File: src/rtl/mux_pkg.sv
// Shared types and helpers for the arbitrated multiplexer family.
package mux_pkg;

  // Arbitration policy applied when several channels request together.
  typedef enum logic {
    ARB_RR    = 1'b0,
    ARB_FIXED = 1'b1
  } arb_mode_e;

  // Width of a channel index; a single channel still needs one bit.
  function automatic int sel_width(input int n);
    return (n <= 2) ? 1 : $clog2(n);
  endfunction

endpackage

File: src/rtl/rr_arbiter.sv
// Combinational N-way arbiter: round-robin from a start pointer or fixed
// priority with index 0 highest. Produces both one-hot and encoded grants.
module rr_arbiter
  import mux_pkg::*;
#(
  parameter int        N     = 4,
  parameter arb_mode_e MODE  = ARB_RR,
  localparam int       SEL_W = sel_width(N)
) (
  input  logic [N-1:0]     req,
  input  logic [SEL_W-1:0] ptr,
  input  logic             en,
  output logic [N-1:0]     gnt_onehot,
  output logic [SEL_W-1:0] gnt_idx,
  output logic             gnt_any
);

  logic [SEL_W-1:0] base;
  logic [2*N-1:0]   req_dbl;
  logic [N-1:0]     req_rot;
  logic [SEL_W:0]   idx_sum;

  // Fixed priority is round-robin with the search always starting at 0.
  assign base    = (MODE == ARB_RR) ? ptr : '0;
  // Doubling the request vector turns the circular search into a shift.
  assign req_dbl = {req, req};
  assign req_rot = N'(req_dbl >> base);

  // Lowest set bit of the rotated vector wins; map it back to a channel index.
  always_comb begin
    gnt_any = 1'b0;
    gnt_idx = '0;
    idx_sum = '0;
    if (en) begin
      for (int i = N - 1; i >= 0; i--) begin
        if (req_rot[i]) begin
          gnt_any = 1'b1;
          idx_sum = {1'b0, base} + (SEL_W + 1)'(i);
          if (idx_sum >= (SEL_W + 1)'(N)) begin
            idx_sum = idx_sum - (SEL_W + 1)'(N);
          end
          gnt_idx = idx_sum[SEL_W-1:0];
        end
      end
    end
  end

  // One-hot view of the encoded grant, one compare per channel.
  generate
    for (genvar gi = 0; gi < N; gi++) begin : g_onehot
      assign gnt_onehot[gi] = gnt_any && (gnt_idx == SEL_W'(gi));
    end
  endgenerate

endmodule

File: src/rtl/rr_arb_mux.sv
// N-input arbitrated multiplexer with valid/ready handshakes on every channel
// and a one-entry registered output stage that sustains one beat per cycle.
module rr_arb_mux
  import mux_pkg::*;
#(
  parameter int        WIDTH = 32,
  parameter int        N     = 4,
  parameter arb_mode_e MODE  = ARB_RR,
  localparam int       SEL_W = sel_width(N)
) (
  input  logic               clk,
  input  logic               rst_n,
  input  logic [N-1:0]       in_valid,
  input  logic [N*WIDTH-1:0] in_data,
  output logic [N-1:0]       in_ready,
  output logic               out_valid,
  output logic [WIDTH-1:0]   out_data,
  output logic [SEL_W-1:0]   out_sel,
  input  logic               out_ready
);

  logic             load;
  logic             arb_en;
  logic [N-1:0]     gnt_onehot;
  logic [SEL_W-1:0] gnt_idx;
  logic             gnt_any;
  logic [WIDTH-1:0] gnt_data;
  logic [WIDTH-1:0] ch_data [N];

  logic             out_valid_reg, out_valid_next;
  logic [WIDTH-1:0] out_data_reg,  out_data_next;
  logic [SEL_W-1:0] out_sel_reg,   out_sel_next;
  logic [SEL_W-1:0] rr_ptr_reg,    rr_ptr_next;

  // The stage can take a new beat when empty or when its beat leaves now.
  assign load   = !out_valid_reg || out_ready;
  // No channel is accepted while reset is held.
  assign arb_en = load && rst_n;

  rr_arbiter #(
    .N    (N),
    .MODE (MODE)
  ) u_arbiter (
    .req        (in_valid),
    .ptr        (rr_ptr_reg),
    .en         (arb_en),
    .gnt_onehot (gnt_onehot),
    .gnt_idx    (gnt_idx),
    .gnt_any    (gnt_any)
  );

  // Grants only ever go to requesting channels, so a grant is a transfer.
  assign in_ready = gnt_onehot;

  // Unpack the flat data bus into per-channel words.
  generate
    for (genvar gi = 0; gi < N; gi++) begin : g_unpack
      assign ch_data[gi] = in_data[gi*WIDTH +: WIDTH];
    end
  endgenerate

  // AND-OR select of the granted channel's data.
  always_comb begin
    gnt_data = '0;
    for (int i = 0; i < N; i++) begin
      if (gnt_onehot[i]) begin
        gnt_data = gnt_data | ch_data[i];
      end
    end
  end

  // Output stage and pointer next-state: load on grant, drain when idle.
  always_comb begin
    out_valid_next = out_valid_reg;
    out_data_next  = out_data_reg;
    out_sel_next   = out_sel_reg;
    rr_ptr_next    = rr_ptr_reg;
    if (load) begin
      out_valid_next = gnt_any;
      if (gnt_any) begin
        out_data_next = gnt_data;
        out_sel_next  = gnt_idx;
        if (MODE == ARB_RR) begin
          rr_ptr_next = (gnt_idx == SEL_W'(N - 1)) ? '0 : gnt_idx + SEL_W'(1);
        end
      end
    end
  end

  // State registers with synchronous active-low reset.
  always_ff @(posedge clk) begin
    if (!rst_n) begin
      out_valid_reg <= 1'b0;
      out_data_reg  <= '0;
      out_sel_reg   <= '0;
      rr_ptr_reg    <= '0;
    end else begin
      out_valid_reg <= out_valid_next;
      out_data_reg  <= out_data_next;
      out_sel_reg   <= out_sel_next;
      rr_ptr_reg    <= rr_ptr_next;
    end
  end

  assign out_valid = out_valid_reg;
  assign out_data  = out_data_reg;
  assign out_sel   = out_sel_reg;

endmodule
File: config.mk
export PLATFORM = sky130hd
export DESIGN_NAME = rr_arb_mux
export DESIGN_NICKNAME = d
export VERILOG_FILES = /design/src/rtl/mux_pkg.sv /design/src/rtl/rr_arbiter.sv /design/src/rtl/rr_arb_mux.sv
export SDC_FILE = /design/constraint.sdc
export NUM_CORES = 1
export LEC_CHECK = 0
export CORE_ASPECT_RATIO = 0.5
export CORE_UTILIZATION = 32
export DETAILED_ROUTE_END_ITERATION = 6
export PLACE_DENSITY = 0.85
export SLEW_MARGIN = 20
export SYNTH_ARGS = -nofsm -noshare
export SYNTH_HDL_FRONTEND = slang
export SYNTH_SLANG_ARGS = --single-unit
File: constraint.sdc
create_clock -name clk -period 4.56 [get_ports clk]
set_input_delay 1.368 -clock clk [delete_from_list [all_inputs] [get_ports clk]]
set_output_delay 1.368 -clock clk [all_outputs]
set_load 0.02 [all_outputs]
# ---- Word level (Yosys, flattened, before mapping)
# Cells that the tools add are included.
dict set report op_classes {
  add_sub_neg 8
  multipliers 0
  div 0
  n_lt_le_gt_ge 4
  eq_ne 3
  n_shift 1
  muxes 19
  bitwise 3
  n_reduce_logical 9
}
# cell n
set op_table {}
lappend op_table {{32-bit 2-to-1 mux} 4}
lappend op_table {{32-bit OR} 3}
lappend op_table {{2-bit 2-to-1 mux} 10}
lappend op_table {{3-bit greater-or-equal comparator (second input constant)} 3}
lappend op_table {{8-bit by 2-bit right shift with 4-bit output} 1}
lappend op_table {{2-bit by 1-bit subtractor with 2-bit output (second input constant)} 4}
lappend op_table {{2-bit by 2-bit adder with 3-bit output (second input constant)} 2}
lappend op_table {{1-bit logical AND} 5}
lappend op_table {{1-bit 2-to-1 mux} 5}
lappend op_table {{2-bit == test (second input constant)} 2}
lappend op_table {{2-bit by 1-bit adder with 3-bit output (second input constant)} 1}
lappend op_table {{2-bit by 3-bit greater-or-equal comparator with 1-bit output (second input constant)} 1}
lappend op_table {{2-bit by 1-bit adder with 2-bit output (second input constant)} 1}
lappend op_table {{2-bit by 1-bit == test with 1-bit output (second input constant)} 1}
lappend op_table {{2-bit zero test} 1}
lappend op_table {{2-bit AND reduction} 1}
lappend op_table {{1-bit zero test} 1}
lappend op_table {{1-bit logical OR} 1}
dict set report word_totals {
  ff_bits 37
  latchBits 0
  mem_bits_rw 0
  rom_bits 0
  inputBits 135
  output_inout_bits 39
  elab_cells 51
  mem_count 0
}

# ---- Logic depth before layout (Yosys ltp)
# Gate-level depths: netlist of the first run.
dict set report logic_depth {
  depth_word 17
  mapped_depth 10
  ltp_nobuf 8
}

# ---- By module
# A second synthesis of the first run with hierarchy kept.
dict set report unflattened {
  hier_cells 230
  hier_area_um2 2014.4
}
# module instances cells_per_inst area_per_inst_um2 seq_area_each_um2
set by_module_without_submodules {}
lappend by_module_without_submodules {rr_arb_mux 1 212 1885.6 740.7}
lappend by_module_without_submodules {rr_arbiter 1 18 128.9 0.0}

# ---- Worst setup path before layout of the first run
# No wires, ideal clock.
dict set report synth_path {
  path_type {input port to output port}
  from {input in_valid[2]}
  to {output in_ready[1]}
  t_arrival_ns 2.985
  required_time_ns 3.192
  path_slack_ns 0.207
  stages 8
  n_path_buf 2
  path_cell_list {or2_2 > o311ai_0 > nor2_1 > nand2_1 > ha_1 > clkbuf_1 > clkbuf_1 > and2_1}
}
dict set report synth_via {
  elab_chain_cells 8
}
# element line_no
set synth_lines {}
lappend synth_lines {{from (decl)} rr_arb_mux.sv:13} ;# input logic [N-1:0] in_valid,
lappend synth_lines {{8-bit by 2-bit right shift with 4-bit output (*)} rr_arbiter.sv:27} ;# assign req_rot = N'(req_dbl >> base);
lappend synth_lines {{2-bit 2-to-1 mux (4 in a row)} rr_arbiter.sv:36} ;# if (req_rot[i]) begin
lappend synth_lines {{2-bit 2-to-1 mux} rr_arbiter.sv:34} ;# if (en) begin
lappend synth_lines {{2-bit by 1-bit == test with 1-bit output} rr_arbiter.sv:51} ;# assign gnt_onehot[gi] = gnt_any && (gnt_idx == SEL_W'(gi));
lappend synth_lines {{1-bit logical AND (*)} rr_arbiter.sv:51}
lappend synth_lines {{to (decl)} rr_arb_mux.sv:15} ;# output logic [N-1:0] in_ready,
# Every way passes the cells marked *; elsewhere a longest branch is shown, timed or not.

# ---- Worst setup path after layout of the first run
dict set report layout_path {
  from {input in_valid[2]}
  to {output in_ready[3]}
}
dict set report layout_via {
  elab_chain_cells 8
}
# element line_no
set layout_lines {}
lappend layout_lines {{8-bit by 2-bit right shift with 4-bit output (*)} rr_arbiter.sv:27}
lappend layout_lines {{2-bit 2-to-1 mux (3 in a row)} rr_arbiter.sv:36}
lappend layout_lines {{2-bit 2-to-1 mux (*)} rr_arbiter.sv:36}
lappend layout_lines {{2-bit 2-to-1 mux (*)} rr_arbiter.sv:34}
lappend layout_lines {{via gnt_idx[1]} rr_arb_mux.sv:25} ;# logic [SEL_W-1:0] gnt_idx;
lappend layout_lines {{2-bit == test (*)} rr_arbiter.sv:51}
lappend layout_lines {{1-bit logical AND (*)} rr_arbiter.sv:51}
# The timed path passes the listed nets; every way through them passes the cells marked *.

==> impl_metrics.csv, run 1 <==
group,metric,value,unit
timing,fin_hold_ws,0.456,ns
timing,hold_viol,0,
route,highest_layer,"met4",
power_and_ir_drop,p_per_area,284,nW/um^2
timing,final_max_slew_viol_count,0,
route,initialDrtViolationCount,145,
yosys,syn_nets,371,
die,fp.dieW,115,microns
cts,clock_sinks,37,
placed_design,gp_congestion,0.813,
power_and_ir_drop,leakagePower,1.53,nW
worst_setup_path,cpMostUsedCell,"and2_1",
cts,ctsHoldBuffers,0,
worst_setup_path,path_buf_inv,2,
worst_setup_path,cp.arrival,3.14,ns
worst_setup_path,critPathLaunchType,"input pin",
route,drt_pass1_iterations,4,
route,drt-total-wl,8.37,mm
cts,clk_latency,0.28,ns
die,core-area,6110,sq um
die,die_area,6700,sq um
power_and_ir_drop,switching_share,29.2,%
die,die_y,58.4,microns
power_and_ir_drop,power_frac_clock,27.8,%
placed_design,place_hpwl,6.35,mm
power_and_ir_drop,sequentialPowerShare,34.0,%
cts,clock_path_buffers,2,
placed_design,dpl.cell_count,485,
hold_path,hp-class,"register to register",
route,ant_nets,0,
global_routing,grt_pass1_wl,12.9,mm
power_and_ir_drop,p_sw,337,uW
cells_and_area,layout.cells.non_filler,494,
yosys,ys_types,30,
cells_and_area,utilization,66.5,%
timing,grt_setup_unrepaired,"false",
timing,worstMarginPinSlew,0.605,ns
cells_and_area,finalNetCount,544,
status,status,"finished clean",
cells_and_area,layout-drive-gt1-share,9.85,%
worst_setup_path,crit_fanout,3,
yosys,yosysSeqAreaShare,36.4,%
worst_setup_path,cp.required,3.19,ns
timing,setup_viol,0,
global_routing,grt_usage,25.0,%
route,drc_errors,0,
die,std_cell_rows,20,
cts,path_clk_slew,0.05,ns
worst_setup_path,slowest_stage,"clkdlybuf4s50_1",
route,wl_met2,4.18,mm
route,vias,2680,
global_routing,grt_max_degree,39,
yosys,synth_area_per_cell,8.76,sq um
placed_design,portBuffers,173,
timing,tns,0,ns
timing,clock_skew,0.00522,ns
power_and_ir_drop,internal-power,818,uW
timing,post-route-period-util,98.9,%
cts,root_buffer,"clkbuf_16",
route,met3_length,505,microns
power_and_ir_drop,vdd_ir_drop_max,0.168,mV
hold_path,min-delay-start,"out_data[2]",
cells_and_area,fill_cells,480,
yosys,netlist_area,2030,sq um
route,wl_per_cell,16.9,microns
global_routing,overflow,0,
worst_setup_path,cpPeakStageDelay,0.45,ns
yosys,ys_warn_count,0,
power_and_ir_drop,p_comb_share,38.2,%
timing,fmax,0.222,GHz
global_routing,antenna_found_initial,0,
worst_setup_path,critPathKind,"input pin to output pin",
timing,period_minus_slack,4.51,ns
route,drt-met1-wl,3.40,mm
job,maxCapViolCount,0,
cts,h-tree-depth,2,
cells_and_area,largest_reg_flops,32,
die,io-pin-count,174,
cts,cts_tree,"done",
cells_and_area,area.growth.synth_to_final,99.6,%
yosys,ys_seq_elements,37,
cells_and_area,antenna_cells,0,
route,vias_per_cell,5.43,
worst_setup_path,end_kind,"output pin",
worst_setup_path,worstReg2RegStart,"rr_ptr_reg[0]",
worst_setup_path,crit_path_start,"in_valid[2]",
die,start_util,33.3,%
worst_setup_path,crit_chain,"clkdlybuf4s50_1, or2_4, o311ai_4, nor2_2, and2_1, ha_1, and2_1, buf_2",
global_routing,grt_pass1_vias,2646,
timing,max_slew_margin,59.5,%
worst_setup_path,crit_family,"simple AND/OR/NAND/NOR gates",
cts,numCtsBuffers,5,
yosys,syn_inst,232,
[metal layers]
metal	track usage, %	vias to the layer above
li1	-	1269
met1	29.2	1265
met2	45.0	112
met3	6.08	34
met4	10.4	0
met5	0	-
[power groups by stage]
stage / combinational, mW / clock [mW] / sequential [mW]
detailed placement: 0.434 / 0 / 0.397
global route: 0.468 / 0.346 / 0.397
finish: 0.441 / 0.321 / 0.392
global placement: 0.423 / 0 / 0.394
floorplan: 0.135 / 0 / 0.445
CTS: 0.438 / 0.329 / 0.391
[path summary, 6_finish.rpt]
| check | slack [ns] | endpoint | depth (start not counted) |
|---|---|---|---|
| worst max-delay path | 0.05 | in_ready[3] | 8 |
| worst min-delay path | 0.46 | out_data[2] | 2 |
| worst max register to register | 2.05 | out_data[7] | 10 |
| worst min register to register | 0.46 | out_data[2] | 2 |
[final cells by class]
class / count / area (sq um) / share of cell area (%)
Clock buffer: 8 / 136 / 3.36
Inverter: 5 / 18.8 / 0.462
Multi-Input combinational cell: 163 / 1170 / 28.9
Sequential cell: 37 / 741 / 18.2
Timing Repair Buffer: 193 / 1880 / 46.3
Tap cell: 88 / 110 / 2.71
[synthesized netlist by cell type, drive strengths merged]
library cell | count | area (sq um)
nand2 | 3 | 11.3
a21oi | 4 | 20.0
a32o | 1 | 10.0
ha | 4 | 50.1
and2 | 5 | 31.3
o211ai | 2 | 15.0
nor4 | 1 | 12.5
or2 | 1 | 6.26
inv | 5 | 18.8
a211oi | 1 | 7.51
o311ai | 1 | 8.76
o22a | 1 | 8.76
a31o | 1 | 8.76
a221oi | 32 | 280
a22o | 32 | 280
clkbuf | 18 | 70.1
nand3b | 1 | 11.3
dfxtp | 37 | 741
nor2 | 2 | 7.51
nand2b | 3 | 18.8
nor3b | 1 | 7.51
nand3 | 32 | 160
o21ai | 34 | 170
o22ai | 1 | 6.26
buf | 9 | 71.3
[cell usage in the layout (no fill, tap or decap), drive strengths merged, types with 2 or more instances in the layout]
master and instances:
buf 24, nand3 32, and2 5, clkdlybuf4s50 167, ha 4, nand2b 3, nor2 2, inv 5
a22o 32, dlymetal6s2s 2, clkbuf 8, dfxtp 37, a21oi 4, a221oi 32, o21ai 34, nand2 3
o211ai 2
[tightest hold or removal path, stage by stage, from the launching register on]
cell,delay [ns]
dfxtp_1,0.30
nand3_1,0.05
o21ai_1,0.05
[metrics by stage]
step	area, sq um	setup slack [ns]	total power, mW
finish	4060	0.0517	1.15
global route	4060	0.0297	1.21
CTS	4040	0.000125	1.16
detailed placement	3890	-0.457	0.831
global placement	3890	-0.352	0.817
floorplan	2030	0.207	0.581
[logic make-up after synthesis]
group,share of synthesized area [%]
flip-flops,36.4
AND/OR/NAND/NOR,13.1
adder cells (fa/ha/maj),2.46
buffers and inverters,7.88
AO/OA/AOI/OAI,40.1
[what timing repair did]
action | CTS | global route
buffers inserted | 0 | 1
pin swaps | 2 | 1
endpoints found under the setup margin | 4 | 4
resized for setup | 19 | 9
Note: power is estimated with default switching activity, not from simulation.
==> run 2: changes to the inputs <==
--- a/config.mk
+++ b/config.mk
@@ -6,6 +6,7 @@
 export NUM_CORES = 1
 export LEC_CHECK = 0
 export CORE_ASPECT_RATIO = 0.5
+export CORE_MARGIN = 1.5
 export CORE_UTILIZATION = 32
 export DETAILED_ROUTE_END_ITERATION = 6
 export PLACE_DENSITY = 0.85
==> run 2 against run 1 <==
Clock power up 2%. Utilization down 0.64 points. Die area up 2.6%. Non-clock buffer count down 1. Via count down 2.1%. Setup slack better by 0.041 ns. Critical path type unchanged. Largest power group unchanged. Hold slack better by 0.0030 ns. Wire length up 2.7%. First-iteration DRC count up 2.1%. Count of clock-buffer cells in the layout down 2.
==> impl_metrics.csv, run 2 (synthesis results as in run 1) <==
group,metric,value,unit
hold_path,hp-class,"register to register",
global_routing,grt_use_met1,28.9,%
status,status,"finished clean",
route,wl_per_cell,17.4,microns
cells_and_area,fill_cells,516,
cts,ctsHoldBuffers,0,
route,vias,2624,
die,io-pin-count,174,
worst_setup_path,crit_path_start,"out_ready",
timing,max_slew_margin,71.4,%
hold_path,hold_depth,2,
worst_setup_path,worstReg2RegStart,"rr_ptr_reg[0]",
global_routing,overflow,0,
cells_and_area,area.growth.synth_to_final,97.7,%
worst_setup_path,critPathKind,"input pin to output pin",
worst_setup_path,worstReg2RegEnd,"out_data[22]",
cts,cts_tree,"done",
cells_and_area,layout-drive-gt1-share,9.14,%
cells_and_area,final_common_cell,"clkdlybuf4s50_1",
timing,post-route-period-util,98.0,%
cts,clk_latency,0.27,ns
job,maxCapViolCount,0,
cells_and_area,largest_reg_flops,32,
worst_setup_path,critPathLaunchType,"input pin",
hold_path,min-delay-start,"out_data[4]",
worst_setup_path,cpPeakStageDelay,0.44,ns
worst_setup_path,path_buf_inv,4,
worst_setup_path,end_kind,"output pin",
power_and_ir_drop,leakagePower,1.51,nW
cts,clock_sinks,37,
cts,path_clk_slew,0.06,ns
global_routing,grt_pass1_wl,13.1,mm
cts,root_buffer,"clkbuf_16",
global_routing,grt_pass1_vias,2633,
die,core-area,6110,sq um
worst_setup_path,slowest_stage,"clkdlybuf4s50_1",
route,ant_nets,0,
timing,worstMarginPinSlew,0.429,ns
worst_setup_path,r2r_cells,10,
timing,final_max_slew_viol_count,0,
cts,clock_path_buffers,2,
cts,h-tree-depth,2,
timing,hold_viol,0,
worst_setup_path,cp.arrival,3.10,ns
route,vias_per_cell,5.32,
worst_setup_path,crit_family,"buffers and inverters",
die,die_y,59.4,microns
route,drc_errors,0,
global_routing,grtUsageMet2,47.1,%
timing,fin_hold_ws,0.459,ns
global_routing,grt_usage,24.7,%
die,die_area,6870,sq um
global_routing,busiest_layer,"met2",
timing,clock_skew,0.00170,ns
cells_and_area,antenna_cells,0,
die,fp.dieW,116,microns
placed_design,portBuffers,173,
global_routing,met3_usage,4.60,%
timing,grt_setup_unrepaired,"false",
cts,numCtsBuffers,5,
timing,fmax,0.224,GHz
power_and_ir_drop,vdd_ir_drop_max,0.209,mV
placed_design,gp_congestion,0.797,
timing,setup_viol,0,
route,initialDrtViolationCount,148,
die,start_util,33.3,%
worst_setup_path,crit_fanout,4,
power_and_ir_drop,p_per_area,287,nW/um^2
placed_design,place_hpwl,6.62,mm
route,drt_pass1_iterations,4,
worst_setup_path,reg2reg_slack,2.07,ns
global_routing,grt_max_degree,51,
cells_and_area,final_cell_mix,"clkdlybuf4s50_1 (167), dfxtp_1 (37), a22o_1 (32), a221oi_1 (32), nand3_1 (32)",
cells_and_area,finalNetCount,543,
worst_setup_path,crit_chain,"clkdlybuf4s50_1, nand2b_1, o211ai_1, a211oi_2, buf_4, inv_1, ha_1, and2_1, buf_2",
global_routing,antenna_found_initial,0,
timing,setup_ws,0.0928,ns
worst_setup_path,cp.required,3.19,ns
placed_design,place_ws,-0.423,ns
die,std_cell_rows,20,
timing,period_minus_slack,4.47,ns
route,drt-total-wl,8.60,mm
hold_path,hold_path_end,"out_data[4]",
run 2: where the power goes:
| group | switching (mW) | internal [mW] | leakage (nW) | total (mW) |
|---|---|---|---|---|
| Sequential | 0.0245 | 0.367 | 0.307 | 0.392 |
| Combinational | 0.192 | 0.243 | 1.13 | 0.435 |
| Clock | 0.125 | 0.201 | 0.0706 | 0.326 |
| Total | 0.342 | 0.811 | 1.51 | 1.15 |
run 2: area by class of cell:
type / instances / area (sq um) / share of cell area (%)
sequential: 37 / 741 / 18.4
timing repair buffer: 192 / 1850 / 46.1
tap: 88 / 110 / 2.74
clock inverter: 2 / 10.0 / 0.249
clock buffer: 6 / 129 / 3.21
multi-input combinational: 163 / 1160 / 28.9
inverter: 5 / 18.8 / 0.467
run 2: repair_timing:
action	in CTS	in global routing
pin swaps	1	0
gates resized for setup	15	7
buffers inserted	1	0
setup endpoints to repair	4	4
run 2: layer usage:
layer,vias up,part of all wire [%]
met3,18,5.0
met2,95,53
met1,1247,39
met5,-,0
met4,0,2.3
li1,1264,-
run 2: worst max-delay path by stage:
stage	end	slack, ns	cells after the start
global placement	in_ready[2]	-0.37	8
CTS	in_ready[1]	0.01	8
global route	in_ready[2]	0.05	9
floorplan	in_ready[1]	0.21	8
detailed placement	in_ready[3]	-0.42	8
finish	in_ready[2]	0.09	9
run 2: worst reg2reg max path, cell delays in order, from the launching register on:
cell,delay [ns]
dfxtp_1,0.46
nand2b_1,0.19
a21oi_1,0.10
a211oi_2,0.23
buf_4,0.17
inv_1,0.06
ha_1,0.21
buf_4,0.26
a22o_1,0.25
a221oi_1,0.31
o21ai_0,0.12
run 2: stage by stage:
stage | cells | cell area (sq um) | power [mW] | util, % | setup TNS [ns]
2_1_floorplan | 232 | 2030 | 0.581 | - | 0
3_3_place_gp | 484 | 3870 | 0.815 | 63.4 | -1.35
3_5_place_dp | 484 | 3870 | 0.829 | 63.4 | -1.54
4_1_cts | 493 | 4010 | 1.15 | 65.7 | 0
5_1_grt | 493 | 4020 | 1.21 | 65.8 | 0
6_report | 493 | 4020 | 1.15 | 65.8 | 0
